`src/rtl/mem_arb_pkg.sv`:
```
// Shared definitions for the memory port arbiter.
//   state_t   : bus FSM states
//   owner_t   : which requester owns the transaction in flight
//   DEF_*     : default starvation limit and bus watchdog limit
//   WAIT_W/WD_W : widths sized for the legal parameter ranges
package mem_arb_pkg;

  typedef enum logic [1:0] {
    IDLE = 2'd0,
    BUS  = 2'd1,
    DONE = 2'd2
  } state_t;

  typedef enum logic {
    OWN_IF = 1'b0,
    OWN_DM = 1'b1
  } owner_t;

  localparam int DEF_MAX_WAIT = 4;
  localparam int DEF_TIMEOUT  = 255;

  // MAX_WAIT is 1..15, TIMEOUT is 1..255.
  localparam int WAIT_W = 4;
  localparam int WD_W   = 8;

endpackage

```
`src/rtl/arb_prio.sv`:
```
// Grant selection for the two requesters plus the fetch starvation counter.
//   en      : arbiter may grant this cycle (FSM is idle)
//   if_req  : fetch request          if_gnt : fetch granted
//   dm_req  : data request           dm_gnt : data granted
// Data wins by default; once fetch has lost MAX_WAIT grants in a row while
// requesting, fetch wins the next grant.
module arb_prio
  import mem_arb_pkg::*;
#(
  parameter int MAX_WAIT = DEF_MAX_WAIT
) (
  input  logic clk,
  input  logic nrst,
  input  logic en,
  input  logic if_req,
  input  logic dm_req,
  output logic if_gnt,
  output logic dm_gnt
);

  localparam logic [WAIT_W-1:0] WAIT_LIMIT = WAIT_W'(MAX_WAIT);

  logic [WAIT_W-1:0] wait_cnt;
  logic              starve;

  assign starve = (wait_cnt == WAIT_LIMIT) && if_req;

  // NOTE: every output of a combinational block gets a default first, so no
  // path through the block leaves a value unassigned and infers a latch.
  always_comb begin
    if_gnt = 1'b0;
    dm_gnt = 1'b0;
    if (en) begin
      if_gnt = if_req && (!dm_req || starve);
      dm_gnt = dm_req && !starve;
    end
  end

  // NOTE: state registers use non-blocking assignments so every flop samples
  // the pre-edge values, independent of statement order.
  always_ff @(posedge clk or negedge nrst) begin
    if (!nrst) begin
      wait_cnt <= '0;
    end else if (if_gnt) begin
      wait_cnt <= '0;
    end else if (dm_gnt && if_req && (wait_cnt != WAIT_LIMIT)) begin
      wait_cnt <= wait_cnt + 1'b1;
    end
  end

endmodule

```
`src/rtl/mem_port_arbiter.sv`:
```
// Shares one single-port memory bus between instruction fetch (if_*) and
// data access (dm_*).
//   if_req/if_addr -> if_gnt, completion if_rvalid/if_rdata/if_err
//   dm_req/we/addr/wdata/wstrb -> dm_gnt, completion dm_rvalid/dm_rdata/dm_err
//   bus_req/we/addr/wdata/wstrb -> external bus, bus_ack/bus_rdata back
//   busy : a transaction is outstanding
// Flow: grant in IDLE, hold bus_req in BUS until ack or watchdog expiry,
// pulse the owner's rvalid in DONE, return to IDLE.
module mem_port_arbiter
  import mem_arb_pkg::*;
#(
  parameter int AW       = 32,
  parameter int DW       = 32,
  parameter int MAX_WAIT = DEF_MAX_WAIT,
  parameter int TIMEOUT  = DEF_TIMEOUT
) (
  input  logic            clk,
  input  logic            nrst,
  input  logic            if_req,
  input  logic [AW-1:0]   if_addr,
  output logic            if_gnt,
  output logic            if_rvalid,
  output logic [DW-1:0]   if_rdata,
  output logic            if_err,
  input  logic            dm_req,
  input  logic            dm_we,
  input  logic [AW-1:0]   dm_addr,
  input  logic [DW-1:0]   dm_wdata,
  input  logic [DW/8-1:0] dm_wstrb,
  output logic            dm_gnt,
  output logic            dm_rvalid,
  output logic [DW-1:0]   dm_rdata,
  output logic            dm_err,
  output logic            bus_req,
  output logic            bus_we,
  output logic [AW-1:0]   bus_addr,
  output logic [DW-1:0]   bus_wdata,
  output logic [DW/8-1:0] bus_wstrb,
  input  logic            bus_ack,
  input  logic [DW-1:0]   bus_rdata,
  output logic            busy
);

  // Last watchdog value before expiry: expiry lands on the TIMEOUT-th BUS cycle.
  localparam logic [WD_W-1:0] WD_LAST = WD_W'(TIMEOUT - 1);

  state_t          state_q, state_d;
  owner_t          owner_q;
  logic [WD_W-1:0] wd_q;
  logic            wd_expired;
  logic [DW-1:0]   if_rdata_q, dm_rdata_q;
  logic            if_err_q, dm_err_q;

  arb_prio #(
    .MAX_WAIT (MAX_WAIT)
  ) u_arb_prio (
    .clk    (clk),
    .nrst   (nrst),
    .en     (state_q == IDLE),
    .if_req (if_req),
    .dm_req (dm_req),
    .if_gnt (if_gnt),
    .dm_gnt (dm_gnt)
  );

  assign wd_expired = (wd_q == WD_LAST);

  always_comb begin
    state_d = state_q;
    case (state_q)
      IDLE:    if (if_gnt || dm_gnt) state_d = BUS;
      BUS:     if (bus_ack || wd_expired) state_d = DONE;
      DONE:    state_d = IDLE;
      default: state_d = IDLE;
    endcase
  end

  always_ff @(posedge clk or negedge nrst) begin
    if (!nrst) begin
      state_q <= IDLE;
    end else begin
      state_q <= state_d;
    end
  end

  // Request fields are captured only on a grant and stay stable through BUS.
  always_ff @(posedge clk or negedge nrst) begin
    if (!nrst) begin
      owner_q   <= OWN_IF;
      bus_we    <= 1'b0;
      bus_addr  <= '0;
      bus_wdata <= '0;
      bus_wstrb <= '0;
    end else if (if_gnt) begin
      owner_q   <= OWN_IF;
      bus_we    <= 1'b0;
      bus_addr  <= if_addr;
      bus_wdata <= '0;
      bus_wstrb <= '1;
    end else if (dm_gnt) begin
      owner_q   <= OWN_DM;
      bus_we    <= dm_we;
      bus_addr  <= dm_addr;
      bus_wdata <= dm_wdata;
      bus_wstrb <= dm_wstrb;
    end
  end

  always_ff @(posedge clk or negedge nrst) begin
    if (!nrst) begin
      wd_q <= '0;
    end else if (state_q == BUS) begin
      wd_q <= wd_q + 1'b1;
    end else begin
      wd_q <= '0;
    end
  end

  // Completion data per side; ack takes precedence over a simultaneous expiry.
  always_ff @(posedge clk or negedge nrst) begin
    if (!nrst) begin
      if_rdata_q <= '0;
      if_err_q   <= 1'b0;
      dm_rdata_q <= '0;
      dm_err_q   <= 1'b0;
    end else if (state_q == BUS && (bus_ack || wd_expired)) begin
      if (owner_q == OWN_IF) begin
        if_rdata_q <= bus_ack ? bus_rdata : '0;
        if_err_q   <= !bus_ack;
      end else begin
        dm_rdata_q <= (bus_ack && !bus_we) ? bus_rdata : '0;
        dm_err_q   <= !bus_ack;
      end
    end
  end

  assign bus_req   = (state_q == BUS);
  assign busy      = (state_q != IDLE);
  assign if_rvalid = (state_q == DONE) && (owner_q == OWN_IF);
  assign dm_rvalid = (state_q == DONE) && (owner_q == OWN_DM);
  assign if_rdata  = if_rdata_q;
  assign if_err    = if_err_q;
  assign dm_rdata  = dm_rdata_q;
  assign dm_err    = dm_err_q;

endmodule

```
`config.mk`:
```
export PLATFORM = sky130hd
export DESIGN_NAME = mem_port_arbiter
export DESIGN_NICKNAME = d
export VERILOG_FILES = /design/src/rtl/mem_arb_pkg.sv /design/src/rtl/arb_prio.sv /design/src/rtl/mem_port_arbiter.sv
export SDC_FILE = /design/constraint.sdc
export NUM_CORES = 1
export LEC_CHECK = 0
export CAP_MARGIN = 5
export CORE_UTILIZATION = 47
export DETAILED_ROUTE_END_ITERATION = 8
export MAX_ROUTING_LAYER = met4
export PLACE_DENSITY = 0.95
export SLEW_MARGIN = 20
export SYNTH_ARGS = -nofsm -noshare
export SYNTH_HDL_FRONTEND = slang
export SYNTH_HIERARCHICAL = 1
export SYNTH_SLANG_ARGS = --single-unit
```
`constraint.sdc`:
```
create_clock -name clk -period 3.45 [get_ports clk]
set_clock_uncertainty 0.15 [all_clocks]
set_input_delay 0.345 -clock clk [delete_from_list [all_inputs] [get_ports clk]]
set_output_delay 0.345 -clock clk [all_outputs]
set_load 0.005 [all_outputs]
```
-- Word level (Yosys, flattened, before mapping)
Cells that the tools add are included.
- add/sub/neg operators: 2
- equality and inequality tests: 7
- multiplexer cells: 20
- bitwise gates (word level): 1
- reduce and logical (&&, ||, !) cells: 23
- operators with widths (kind ; number):
    2-to-1 mux 32 bit ; 6
    2-to-1 mux 4 bit ; 4
    logical AND 1 bit ; 9
    adder 8 x 1 -> 8 bit (second input constant) ; 1
    == test 8 bit (second input constant) ; 1
    2-to-1 mux 8 bit ; 1
    2-to-1 mux 1 bit ; 6
    AND reduction 2 bit ; 3
    nonzero test 2 bit ; 3
    adder 4 x 1 -> 4 bit (second input constant) ; 1
    == test 4 x 3 -> 1 bit (second input constant) ; 1
    logical NOT 1 bit ; 4
    2-to-1 mux 2 bit ; 2
    != test 4 x 3 -> 1 bit (second input constant) ; 1
    one-hot mux 2 bit (2 select lines) ; 1
    logical OR 1 bit ; 3
    == test 2 x 1 -> 1 bit (second input constant) ; 1
    == test 2 bit (second input constant) ; 1
    logical NOT 2 bit ; 1
    != test 2 x 1 -> 1 bit (second input constant) ; 1
    != test 2 bit (second input constant) ; 1
    NOT 1 bit ; 1
- register bits after elaboration: 150
- input port bits: 138
- output and inout bits: 141
- logic and storage cells: 65

-- Logic depth before layout (Yosys ltp)
Gate-level depths: netlist (run 1).
- word-level depth: 9
- gate-level depth with buffers: 9
- depth with buffers taken out: 6

-- Hierarchy
Netlist (run 1), hierarchy kept.
- by module, submodules not included (module ; instances ; cells an instance ; area an instance (µm²) ; seq. area each (µm²)):
    mem_port_arbiter ; 1 ; 638 ; 6636.4 ; 3653.5
    arb_prio ; 1 ; 29 ; 255.2 ; 100.1

-- Least setup slack after synthesis (run 1)
OpenSTA, ideal clock, no wires.
- path type: reg2reg
- start: register u_arb_prio.wait_cnt[0]
- end: register bus_addr[0]
- setup time: 0.135 ns
- data arrival time: 1.760 ns
- required time: 3.165 ns
- slack: 1.405 ns
- cell stages (with the launch flop): 10
- path buffers: 3
- clock period less this slack: 2.045 ns
- cells stage by stage: dfrtp_1 inv_1 ha_1 nand4b_1 and3_1 clkbuf_1 buf_2 buf_2 mux2i_1 o21ai_0
- longest elaborated chain between the ends: 6
- elaborated cells on any way between the ends: 10
- those cells by class: 1 x eq/ne; 3 x mux; 6 x reduce/logical
- RTL lines (element ; RTL line ; source):
    start, declared ; arb_prio.sv:23 ; logic [WAIT_W-1:0] wait_cnt;
    start signal, assigned ; arb_prio.sv:47 ; wait_cnt <= wait_cnt + 1'b1;
    == test 4 x 3 -> 1 bit ; arb_prio.sv:26 ; assign starve = (wait_cnt == WAIT_LIMIT) && if_req;
    logical AND 1 bit ; arb_prio.sv:26 ;
    logical NOT 1 bit ; arb_prio.sv:35 ; dm_gnt = dm_req && !starve;
    logical AND 1 bit ; arb_prio.sv:35 ;
    2-to-1 mux 1 bit ; arb_prio.sv:33 ; if (en) begin
    named net dm_gnt ; mem_port_arbiter.sv:30 ; output logic dm_gnt,
    nonzero test 2 bit (no source line) ; - ;
    end signal, assigned ; mem_port_arbiter.sv:97 ; bus_addr <= if_addr;
    end signal, assigned ; mem_port_arbiter.sv:103 ; bus_addr <= dm_addr;
    end, declared ; mem_port_arbiter.sv:36 ; output logic [AW-1:0] bus_addr,
The timed path passes the listed nets, and every way through them passes these cells.
A chain may end at the register's enable or synchronous reset.

-- Final worst setup path (run 1)
- start: register state_q[0]
- end: output port dm_gnt
- longest elaborated chain between the ends: 2
- RTL lines (element ; RTL line ; source):
    start, declared ; mem_port_arbiter.sv:47 ; state_t state_q, state_d;
    start signal, assigned ; mem_port_arbiter.sv:82 ; state_q <= state_d;
    logical NOT 2 bit ; mem_port_arbiter.sv:59 ; .en (state_q == IDLE),
    2-to-1 mux 1 bit ; arb_prio.sv:33 ;
    end, declared ; mem_port_arbiter.sv:30 ;
No other way between the ends.

==> flow_summary.toml, run 1 <==
[power]
seqPwrFrac = 0.354
combPwrFrac = 0.439
switchingPower_uw = 2870
switching_share = 0.327
p_per_area_nw_per_um2 = 841
leakage_uw = 0.00464
p_int_uw = 5910
peakVddDrop_v = 0.000535
pwr-share-clk = 0.207

[setup_path]
reg2reg_depth = 5
timing.critical_path.from_type = "flip-flop"
regToRegEndpoint = "bus_wstrb[1]$_DFFE_PN0P_"
max_stage_delay_ps = 590
crit_type = "reg2out"
critPathSlowestCell = "clkdlybuf4s50_1"
r2r-start = "state_q[0]$_DFFE_PN0P_"
cp_max_fo = 24
cp_num_buf_inv = 1
required_ps = 2950
end_kind = "output pin"
critical-path-top-delay-family = "simple AND/OR/NAND/NOR gates"
worstPathCellList = "nor2_1 -> and3_4 -> clkdlybuf4s50_1"
crit_arrival_ps = 2400
timing.reg2reg.setup_slack_ps = 1010

[clock_network]
path_clk_slew_ps = 60
clock_latency_ps = 410
cts_tree = "done"
numCtsBuffers = 17
htree_levels = 4
cts_setup_buffers = 0
ctsResizeCount = 0
root_buffer = "clkbuf_16"
cts.sinks = 150
cts_buffer_depth = 2

[floorplanning]
die-area_um2 = 15200
top_level_ports = 279
chipWidth_um = 123
die_h_um = 123
design.core.area_um2 = 14100
fp-row-count = 43
initial_utilization = 0.489

[sta]
maxSlewHeadroom = 0.489
fin_crit_sh = 0.840
rsz0062_at_grt = "false"
fin_crit_ps = 2900
setup_slack_ps = 551
slew_violations = 0
setup_tns_ps = 0
setup_viol = 0
max_freq_mhz = 345
hold_slack_ps = 345
tightest_slew_ps = 767
finalHoldViolCount = 0

[logic_synthesis]
synth_nets = 809
synth_area_um2 = 6890
synth_cell_types = 36
synth_top_family_by_area = "simple AND/OR/NAND/NOR gates"
synth.avg_cell_area_um2 = 10.3
syn_inst = 667
synth_area_leaders = "dfrtp_1 (54%), mux2i_1 (9.6%), o21ai_0 (4.8%)"
synth-compound-area-share = 0.135
synth_fa_ha_area_frac = 0.00726
synth_seq_area_share = 0.545
synth_top_area_frac = 0.545
muxShareOfSynthArea = 0.0959
yosys_warnings = 6
synth_xor_area_frac = 0.00381
yosysTopAreaCell = "dfrtp_1"
ys_ff_latch = 150
synth-simple-area-share = 0.144

[routing]
first_pass_iters = 7
drcViolationCount = 0
drt_iter0_markers = 461
wl_um = 20800
vias_per_cell = 5.40
routedWlPerCell_um = 18.5
num_vias = 6055
postRouteAntennaNets = 0

[global_routing]
grt_pass1_wl_um = 32400
grt_pass1_vias = 6050
gr-usage-met1 = 0.350
gr-total-overflow = 0
busiest_layer = "met2"
use_met3 = 0.0683
grt_usage = 0.290
grt_max_degree = 104
use_met2 = 0.467
antenna_found_initial = 1

[finish]
final_nets = 1070
area_growth_pct = 51.5
seqCellArea_um2 = 3750
instances_no_fill = 1121
n_fill_cell = 946
layout-drive-gt1-share = 0.0532
multi_input_area_um2 = 2700
postLayoutCoreUtil = 0.741

[placement]
post-dp-hpwl_um = 14400
port-buffer-count = 278
pre_cts_ws_ps = 787
post-place-cells = 1088
place_congestion = 0.860

[hold_path]
whs_path_depth = 3
hold_path_startpoint = "if_addr[30]"
min_to = "bus_addr[30]$_DFFE_PN0P_"
hp-class = "in2reg"

[run]
cap_violations = 0

[status]
status = "completed"
==> Yosys cell counts (all sizes together) <==
| library cell | number |
|---|---|
| or3b | 1 |
| nor2b | 5 |
| nor3b | 2 |
| a22oi | 32 |
| nand3 | 7 |
| nand4 | 2 |
| a22o | 1 |
| nand2b | 35 |
| a211oi | 1 |
| nor4bb | 1 |
| a2bb2oi | 1 |
| and2 | 1 |
| o21ai | 69 |
| o22ai | 1 |
| or3 | 3 |
| nor3 | 1 |
| a211o | 4 |
| or4 | 1 |
| dfrtp | 150 |
| nand4b | 33 |
| o211ai | 33 |
| a21oi | 4 |
| o21bai | 1 |
| inv | 71 |
| buf | 22 |
| mux2i | 66 |
| clkbuf | 28 |
| ha | 4 |
| and3 | 1 |
| xor2 | 2 |
| and3b | 3 |
| nand2 | 39 |
| nor2 | 41 |
| xnor2 | 1 |
==> worst reg2reg max path, cell delays in order, from the launching register on <==
cell	delay, ps
dfrtp_1	470
nor2_1	380
and3_4	550
buf_12	370
nor2b_1	140
a211o_1	270
==> logic make-up (layout without fill, tap and decap cells) <==
family	after synthesis	in the layout
AO/OA/AOI/OAI	147	147
AND/OR/NAND/NOR	176	176
other	0	1
XOR/XNOR	3	3
buffers and inverters	121	394
adder cells (fa/ha/maj)	4	4
flip-flops	150	150
multiplexers	66	66
==> per-stage QoR <==
step	instance area, µm²	total power [µW]
2_1_floorplan	6890	4750
3_3_place_gp	9850	6760
3_5_place_dp	9850	6960
4_1_cts	10400	8840
5_1_grt	10400	9350
6_report	10400	8780
==> final cells by class <==
type | instances | area share
antenna | 1 | 0.000240
multi-input combinational | 396 | 0.259
tap | 180 | 0.0216
clock buffer | 21 | 0.0451
clock inverter | 10 | 0.00995
timing repair buffer | 292 | 0.279
sequential | 150 | 0.360
inverter | 71 | 0.0255
==> worst max path at each step <==
| stage | startpoint | to | slack, ps | cells after the start |
|---|---|---|---|---|
| floorplan | u_arb_prio/wait_cnt[0]$_DFFE_PN0P_ | bus_addr[0]$_DFFE_PN0P_ | 1400 | 9 |
| global placement | if_req | dm_gnt | 820 | 4 |
| detailed placement | if_req | dm_gnt | 790 | 4 |
| CTS | state_q[0]$_DFFE_PN0P_ | dm_gnt | 520 | 3 |
| global route | state_q[0]$_DFFE_PN0P_ | dm_gnt | 410 | 3 |
| finish | state_q[0]$_DFFE_PN0P_ | dm_gnt | 550 | 3 |
==> registers in the layout, summed over array words and instances, names as in the netlist <==
register / flops
bus_addr: 32
bus_wdata: 32
bus_we: 1
bus_wstrb: 4
dm_err: 1
dm_rdata: 32
if_err: 1
if_rdata: 32
owner_q: 1
state_q: 2
u_arb_prio/wait_cnt: 4
wd_q: 8
==> cell usage in the layout (no fill, tap or decap), types with 2 or more instances in the layout <==
cell type / n
clkdlybuf4s50_1: 277
dfrtp_1: 150
inv_1: 71
o21ai_0: 66
mux2i_1: 66
nor2_1: 41
nand2_1: 39
nand2b_1: 35
o211ai_1: 33
nand4b_1: 33
a22oi_1: 32
clkbuf_16: 17
buf_4: 11
nand3_1: 7
clkinv_2: 7
nor2b_1: 5
a211o_1: 4
ha_1: 4
or3_1: 3
a21oi_1: 3
clkbuf_8: 3
o21ai_1: 3
nand4_1: 2
xor2_1: 2
nor3b_1: 2
and3b_2: 2
bufinv_16: 2
buf_12: 2
==> power by group through the flow <==
stage	Clock, µW	Sequential [µW]	Combinational [µW]
after CTS	1850	3110	3890
after detailed placement	0	3110	3860
final	1820	3110	3850
after global placement	0	3060	3700
after floorplan	0	3080	1670
after global routing	1930	3210	4210
==> routing by layer <==
metal | vias up | wire [µm] | share of wire
met5 | - | 0 | 0
met4 | 0 | 773 | 0.037
met3 | 62 | 1300 | 0.062
met2 | 236 | 10500 | 0.51
met1 | 2933 | 8210 | 0.39
li1 | 2824 | - | -
==> timing repair <==
action	CTS	global route
endpoints found under the setup margin	0	0
endpoints found under the hold margin	76	0
hold buffers	1	0
Note: power is estimated with default switching activity, not from simulation.
==> run 2, diff against run 1 <==
CORE_UTILIZATION = 39   (was 47)
PLACE_DENSITY = 0.87   (was 0.95)
clock period = 2.45 ns   (was 3.45 ns; I/O delays follow)
==> flow_summary.toml, run 2 (same netlist as run 1, synthesis figures left out) <==
[setup_path]
timing.critical_path.from_type = "flip-flop"
timing.reg2reg.setup_slack_ps = 250
critPathLaunch = "u_arb_prio/wait_cnt[0]$_DFFE_PN0P_"
required_ps = 2060
crit_arrival_ps = 1970
end_kind = "output pin"
regToRegEndpoint = "bus_wdata[4]$_DFFE_PN0P_"
reg2reg_depth = 9
crit_type = "reg2out"
endpoint = "dm_gnt"
cp_max_fo = 4
r2r-start = "u_arb_prio/wait_cnt[0]$_DFFE_PN0P_"

[floorplanning]
initial_utilization = 0.398
design.core.area_um2 = 17300
fp-row-count = 48
die-area_um2 = 18200
chipWidth_um = 135
die_h_um = 135
top_level_ports = 279

[power]
finalPower_uw = 12800
peakVddDrop_v = 0.000677
pwr-share-clk = 0.228
switchingPower_uw = 4130
switching_share = 0.321
combPwrFrac = 0.433
p_int_uw = 8720
seqPwrFrac = 0.339
leakage_uw = 0.00475
p_per_area_nw_per_um2 = 1200

[global_routing]
gr-total-overflow = 0
grt_max_degree = 104
grt_pass1_wl_um = 31800
antenna_found_initial = 0
grt_usage = 0.234
grt_pass1_vias = 5897

[clock_network]
clock_latency_ps = 420
htree_levels = 4
root_buffer = "clkbuf_16"
numCtsBuffers = 17
path_clk_slew_ps = 60
cts_tree = "done"
cts_buffer_depth = 2
cts.sinks = 150

[placement]
port-buffer-count = 278
place_congestion = 0.908
post-dp-hpwl_um = 14300

[routing]
first_pass_iters = 8
drcViolationCount = 0
num_vias = 6029
wl_um = 20700
vias_per_cell = 5.11
drt_iter0_markers = 362
routedWlPerCell_um = 17.6
postRouteAntennaNets = 0

[sta]
maxSlewHeadroom = 0.714
finalHoldViolCount = 0
fin_crit_sh = 0.964
setup_tns_ps = 0
max_freq_mhz = 423
setup_viol = 0
rsz0062_at_grt = "false"
fin_crit_ps = 2360
slew_violations = 0
tightest_slew_ps = 429

[finish]
final_cell_mix = "clkdlybuf4s50_1 (276), dfrtp_1 (150), inv_1 (71)"
antennaDiodeCount = 0
layout_commonest_cell = "clkdlybuf4s50_1"
area_growth_pct = 55.8
layout-drive-gt1-share = 0.0692
final_nets = 1083
n_fill_cell = 1345
multi_input_area_um2 = 2700
seqCellArea_um2 = 3750

[hold_path]
hp-class = "in2async"

[status]
status = "completed"

[run]
cap_violations = 0
## run 2: cell types whose count changed in the layout (fill, tap and decap cells not counted), sizes merged
| cell | before | now |
|---|---|---|
| buf | 14 | 27 |
| bufinv | 2 | 5 |
| clkbuf | 21 | 18 |
| clkdlybuf4s50 | 277 | 276 |
| clkinv | 8 | 3 |
| clkinvlp | 0 | 2 |
| diode | 1 | 0 |
| dlygate4sd2 | 0 | 1 |
| inv | 71 | 75 |
## run 2: critical path, stage by stage (launching register included)
cell	delay, ps
dfrtp_1	390
inv_1	70
ha_1	200
nand4b_1	150
and3_4	220
clkdlybuf4s50_1	520
## run 2: layout make-up
| class | instances | share of cell area |
|---|---|---|
| Sequential cell | 150 | 0.350 |
| Timing Repair Buffer | 305 | 0.286 |
| Multi-Input combinational cell | 396 | 0.252 |
| Clock buffer | 18 | 0.0409 |
| Tap cell | 225 | 0.0262 |
| Inverter | 71 | 0.0248 |
| Clock inverter | 14 | 0.0204 |
## run 2: how the worst min path moves through the flow
stage / depth (start not counted) / slack (ps) / start / endpoint
2_1_floorplan: 0 / -200 / nrst / bus_addr[0]$_DFFE_PN0P_
3_3_place_gp: 1 / 30 / nrst / dm_rdata[15]$_DFFE_PN0P_
3_5_place_dp: 1 / 30 / nrst / dm_rdata[15]$_DFFE_PN0P_
4_1_cts: 2 / 160 / nrst / dm_rdata[15]$_DFFE_PN0P_
5_1_grt: 2 / 190 / nrst / dm_rdata[15]$_DFFE_PN0P_
6_report: 2 / 160 / nrst / dm_rdata[15]$_DFFE_PN0P_
## run 2: metrics by stage
stage                     cell area (µm²)  worst slack [ps]  hold WS [ps]  utilization  instances
after floorplan                      6890               405          -201            -        667
after global placement              10000               239          30.6        0.580       1141
after detailed placement            10000               176          33.5        0.580       1141
after CTS                           10700              23.4           160        0.620       1177
after global routing                10700              35.0           191        0.621       1179
final                               10700              88.3           156        0.621       1179
## run 2: repair_timing
item / in CTS / in global routing
buffers inserted: 3 / 2
gates resized for setup: 1 / 1
hold buffers: 1 / 0
hold endpoints to repair: 86 / 0
pin swaps: 2 / 0
endpoints found under the setup margin: 2 / 2
## run 2: power by group through the flow
stage | clock network (µW) | registers, µW | logic [µW]
global placement | 0 | 4320 | 5380
CTS | 2990 | 4340 | 5600
detailed placement | 0 | 4360 | 5570
finish | 2930 | 4360 | 5560
global route | 3080 | 4490 | 6030
floorplan | 0 | 4340 | 2340
## run 2: metal layers
| layer | share of wire | track usage | vias to the layer above |
|---|---|---|---|
| li1 | - | - | 2850 |
| met3 | 0.048 | 0.0432 | 55 |
| met2 | 0.49 | 0.369 | 202 |
| met4 | 0.038 | 0.118 | 0 |
| met1 | 0.42 | 0.288 | 2922 |
| met5 | 0 | - | - |
==> run 3, diff against run 2 <==
CAP_MARGIN = 20   (was 5)
==> results of run 3 <==
The final DEF is identical to that of run 2; final timing and power are the same.
==> edit 1 (settings of run 1) <==
Put one more register stage on the output `dm_err`, with the module's reset. The value now appears one clock later. The other outputs are not delayed to match.
--- a/src/rtl/mem_port_arbiter.sv
+++ b/src/rtl/mem_port_arbiter.sv
@@ -141,7 +141,13 @@
   assign if_rdata  = if_rdata_q;
   assign if_err    = if_err_q;
   assign dm_rdata  = dm_rdata_q;
-  assign dm_err    = dm_err_q;
+  always_ff @(posedge clk or negedge nrst) begin
+    if (!nrst) begin
+      dm_err <= '0;
+    end else begin
+      dm_err <= dm_err_q;
+    end
+  end
 
 endmodule
 
Function: no difference found for any inputs over 4 cycles, from zero or initial values and one cycle with nrst low; that may be too few to reach the edited logic, so the function may still have changed.
==> edit 1 against run 1 <==
  * Routed wire length rose by 0.64%
  * Critical path depth rose by 1
  * Worst setup slack got worse by 26 ps
  * Global-route usage fell by 0.29 points
  * Total power rose by 0.28%
  * Cell area rose by 0.12%
  * Sequential cell count rose by 1
  * Synthesized area rose by 0.36%
  * Largest power group unchanged
==> edit 1: results (changes against run 1) <==
- Status: finished, final reports clean
- Synthesized Nets: 810 (+0.12%)
- Avg Synthesized Cell Area: 10.4 um^2 (+0.21%)
- Buffer share of cell area: 27.8% (-0.13 points)
- Synth area leaders: dfrtp_1, mux2i_1, o21ai_0
- Sequential area share after synthesis: 54.6% (+0.16 points)
- Sequential share of cell area: 36.2% (+0.20 points)
- CP Capture Point: if_gnt
- Initial antenna violation count: 0 (-1)
- Share of cells above drive strength 1: 4.90% (-0.42 points)
- VDD IR max: 499 uV (-6.6%)
- Leakage power: 4.63 nW (-0.14%)
- Crit-path max cell delay: 570 ps (-20 ps)
- Non-Filler Instances: 1118 (-0.27%)
- Reg2reg end: bus_addr[13]$_DFFE_PN0P_
- DP Area: 9870 um^2 (+0.15%)
- Hold crit path type: flop to flop
- GRT Util Overall: 28.7% (-0.29 points)
- Iter 0 DRT Violations: 539 (+17%)
- Placer Congestion: 0.888 (+3.3%)
- Critical path arrival: 2430 ps (+30 ps)
- R2r setup slk: 980 ps (-30 ps)
- FILL cells: 950 (+0.42%)
- Avg WL per Cell: 18.7 um (+0.91%)
- Clock-cell share: 5.50% (-0.0066 points)
- Final worst path period need: 2920 ps (+25.7 ps)
- Final Util: 74.1% (+0.089 points)
- Synth cell count leaders: dfrtp_1, inv_1, mux2i_1, o21ai_0, nor2_1
- Crit path max fanout: 9 (-63%)
==> edit 1: cell types whose count changed in the layout (fill, tap and decap cells not counted) <==
cell               run 1  this run
buf_12                 2         3
buf_4                 11         7
clkbuf_1               1         2
clkinv_2               7         5
clkinv_4               1         0
clkinvlp_4             0         2
dfrtp_1              150       151
diode_2                1         0
==> edit 1: cell families (layout without fill, tap and decap cells) <==
group,count (synthesis),after routing,share of synthesized area [%]
and+or+nand+nor,176,176,14.3
DFF,151,151,54.6
AOI/OAI and AO/OA,147,147,13.4
buffers and inverters,121,391,6.96
muxes,66,66,9.55
adders and majority gates,4,4,0.724
xor gates and xnor gates,3,3,0.380
==> edit 1: metal layers <==
metal | share of wire [%] | GRT usage [%] | vias to the layer above
met1 | 40 | 33.4 | 3016
met5 | 0 | - | -
met4 | 2.5 | 11.7 | 0
met2 | 53 | 48.5 | 242
met3 | 5.2 | 5.77 | 40
li1 | - | - | 2821
==> edit 1: report_power, final <==
part	internal (mW)	total [mW]	switching (mW)
registers	2.54	3.10	0.561
clock network	1.11	1.82	0.709
logic	2.27	3.88	1.61
==> edit 1: worst min path at each step <==
stage	from	to	slack [ps]	cells past startpoint
6_report	dm_err_q$_DFFE_PN0P_	dm_err$_DFF_PN0_	240	0
5_1_grt	dm_err_q$_DFFE_PN0P_	dm_err$_DFF_PN0_	260	0
4_1_cts	dm_err_q$_DFFE_PN0P_	dm_err$_DFF_PN0_	240	0
3_5_place_dp	dm_err_q$_DFFE_PN0P_	dm_err$_DFF_PN0_	220	0
3_3_place_gp	dm_err_q$_DFFE_PN0P_	dm_err$_DFF_PN0_	220	0
2_1_floorplan	nrst	bus_addr[0]$_DFFE_PN0P_	-100	0
==> edit 2 (config.mk and constraints of run 1) <==
Made on the original files. Change the parameter `DW` from 32 to 48.
--- a/src/rtl/mem_port_arbiter.sv
+++ b/src/rtl/mem_port_arbiter.sv
@@ -10,7 +10,7 @@
   import mem_arb_pkg::*;
 #(
   parameter int AW       = 32,
-  parameter int DW       = 32,
+  parameter int DW       = 48,
   parameter int MAX_WAIT = DEF_MAX_WAIT,
   parameter int TIMEOUT  = DEF_TIMEOUT
 ) (
Interface: changed (7 resized); port bits go from 279 to 363. No check against the original RTL was run, so the function may have changed too.
==> edit 2 against run 1 <==
  * Total power increased by 30%
  * Sequential cell count grew 50
  * Cell area grew 30%
  * Cell count up 32%
  * Sequential share of layout area is 0.92 points higher
  * Worst setup slack lost 3.6 ps
  * Combinational power grew 36%
  * Synthesized area up 33%
  * Routed wire length increased by 34%
  * Die area grew 32%
  * Critical path type unchanged
==> edit 2: results (changes against run 1) <==
- Sequential area share after synthesis: 54.6% (+0.14 points)
- Vias per cell: 5.36 (-0.83%)
- Reg2reg end: bus_wdata[11]$_DFFE_PN0P_
- Post-synth top flop: dfrtp_1
- Clock group total power: 1.99 mW (+9%)
- Hold WS: 321 ps (-24.3 ps)
- Crit path max fanout: 23 (-4.2%)
- DP Area: 13000 um^2 (+32%)
- Total wire length: 27800 um (+34%)
- Placer Congestion: 0.940 (+9.3%)
- Synth cell count leaders: dfrtp_1, inv_1, mux2i_1
- VDD IR max: 486 uV (-9.2%)
- Vias in the first global route: 8413 (+39%)
- Synthesized Nets: 1059 (+31%)
- Largest net degree at the start of global routing: 122 (+17%)
- Vias post-DR: 7933 (+31%)
- First drt pass iteration count: 5 (-2)
- Internal power: 7.46 mW (+26%)
- Hold buffers post-CTS: 1 (unchanged)
- Mapped Cells: 883 (+32%)
- Initial antenna violation count: 1 (unchanged)
- First-pass GRT wire length: 43600 um (+35%)
- Max-Slew Margin vs Limit: 44.7% (-4.2 points)
- Clock transition at path regs: 80 ps (+20 ps)
- Psw: 3.93 mW (+37%)
- Setup WS pre-CTS: 862 ps (+74.7 ps)
- Share of cells above drive strength 1: 4.18% (-1.1 points)
- Synth area leaders: dfrtp_1, mux2i_1, nand4b_1
- Worst R2R Start: u_arb_prio/wait_cnt[0]$_DFFE_PN0P_
- Hold path start: if_addr[7]
- Iter 0 DRT Violations: 494 (+7.2%)
- Placed cell count: 1447 (+33%)
- H-tree depth: 4 (unchanged)
- Hold path endpoint: bus_addr[7]$_DFFE_PN0P_
- Critical path arrival: 2410 ps
- Status: finished, final reports clean
- Leakage power: 6.03 nW (+30%)
- Distinct cells, synth: 39 (+8.3%)
- Reg2Reg Depth: 7 (+2)
- GRT Util Overall: 29.0% (about the same)
- Sequential power: 4.16 mW (+34%)
- HPWL after DPL: 19200 um (+34%)
- Buffers on Ports: 362 (+30%)
-- edit 2: logic make-up (layout without fill, tap and decap cells) --
group	count (synthesis)	after routing	synth area share (%)
and+or+nand+nor	225	225	14.2
DFF	200	200	54.6
AOI/OAI and AO/OA	198	198	13.9
buffers and inverters	171	508	7.51
muxes	82	82	8.96
adders and majority gates	4	4	0.546
xor gates and xnor gates	3	3	0.287
other	0	1	0
-- edit 2: layout make-up --
| class | count | area [um^2] |
|---|---|---|
| antenna | 1 | 2.50 |
| multi-input combinational | 512 | 3500 |
| timing repair buffer | 373 | 3770 |
| clock buffer | 18 | 439 |
| clock inverter | 14 | 140 |
| sequential | 200 | 5000 |
| fill | 1299 | 5320 |
| inverter | 103 | 387 |
| tap | 260 | 325 |
-- edit 2: worst max-delay path by stage --
stage | startpoint | cells past startpoint | slack [ps] | end
floorplan | u_arb_prio/wait_cnt[0]$_DFFE_PN0P_ | 9 | 1270 | bus_wdata[0]$_DFFE_PN0P_
global placement | if_req | 4 | 890 | dm_gnt
detailed placement | if_req | 4 | 860 | dm_gnt
CTS | u_arb_prio/wait_cnt[0]$_DFFE_PN0P_ | 5 | 520 | dm_gnt
global route | u_arb_prio/wait_cnt[0]$_DFFE_PN0P_ | 5 | 420 | dm_gnt
finish | u_arb_prio/wait_cnt[0]$_DFFE_PN0P_ | 5 | 550 | dm_gnt
-- edit 2: metal layers --
layer	vias to the layer above	track usage, %	share of wire [%]
met4	0	13.2	3.6
li1	3681	-	-
met3	68	8.30	7.6
met5	-	-	0
met1	3825	33.0	38
met2	359	47.5	50
-- edit 2: critical path, cell delays in order, from the launching register on --
cell	delay, ps
dfrtp_1	400
inv_1	100
ha_1	220
nand4b_1	210
and3_4	470
clkdlybuf4s50_1	580
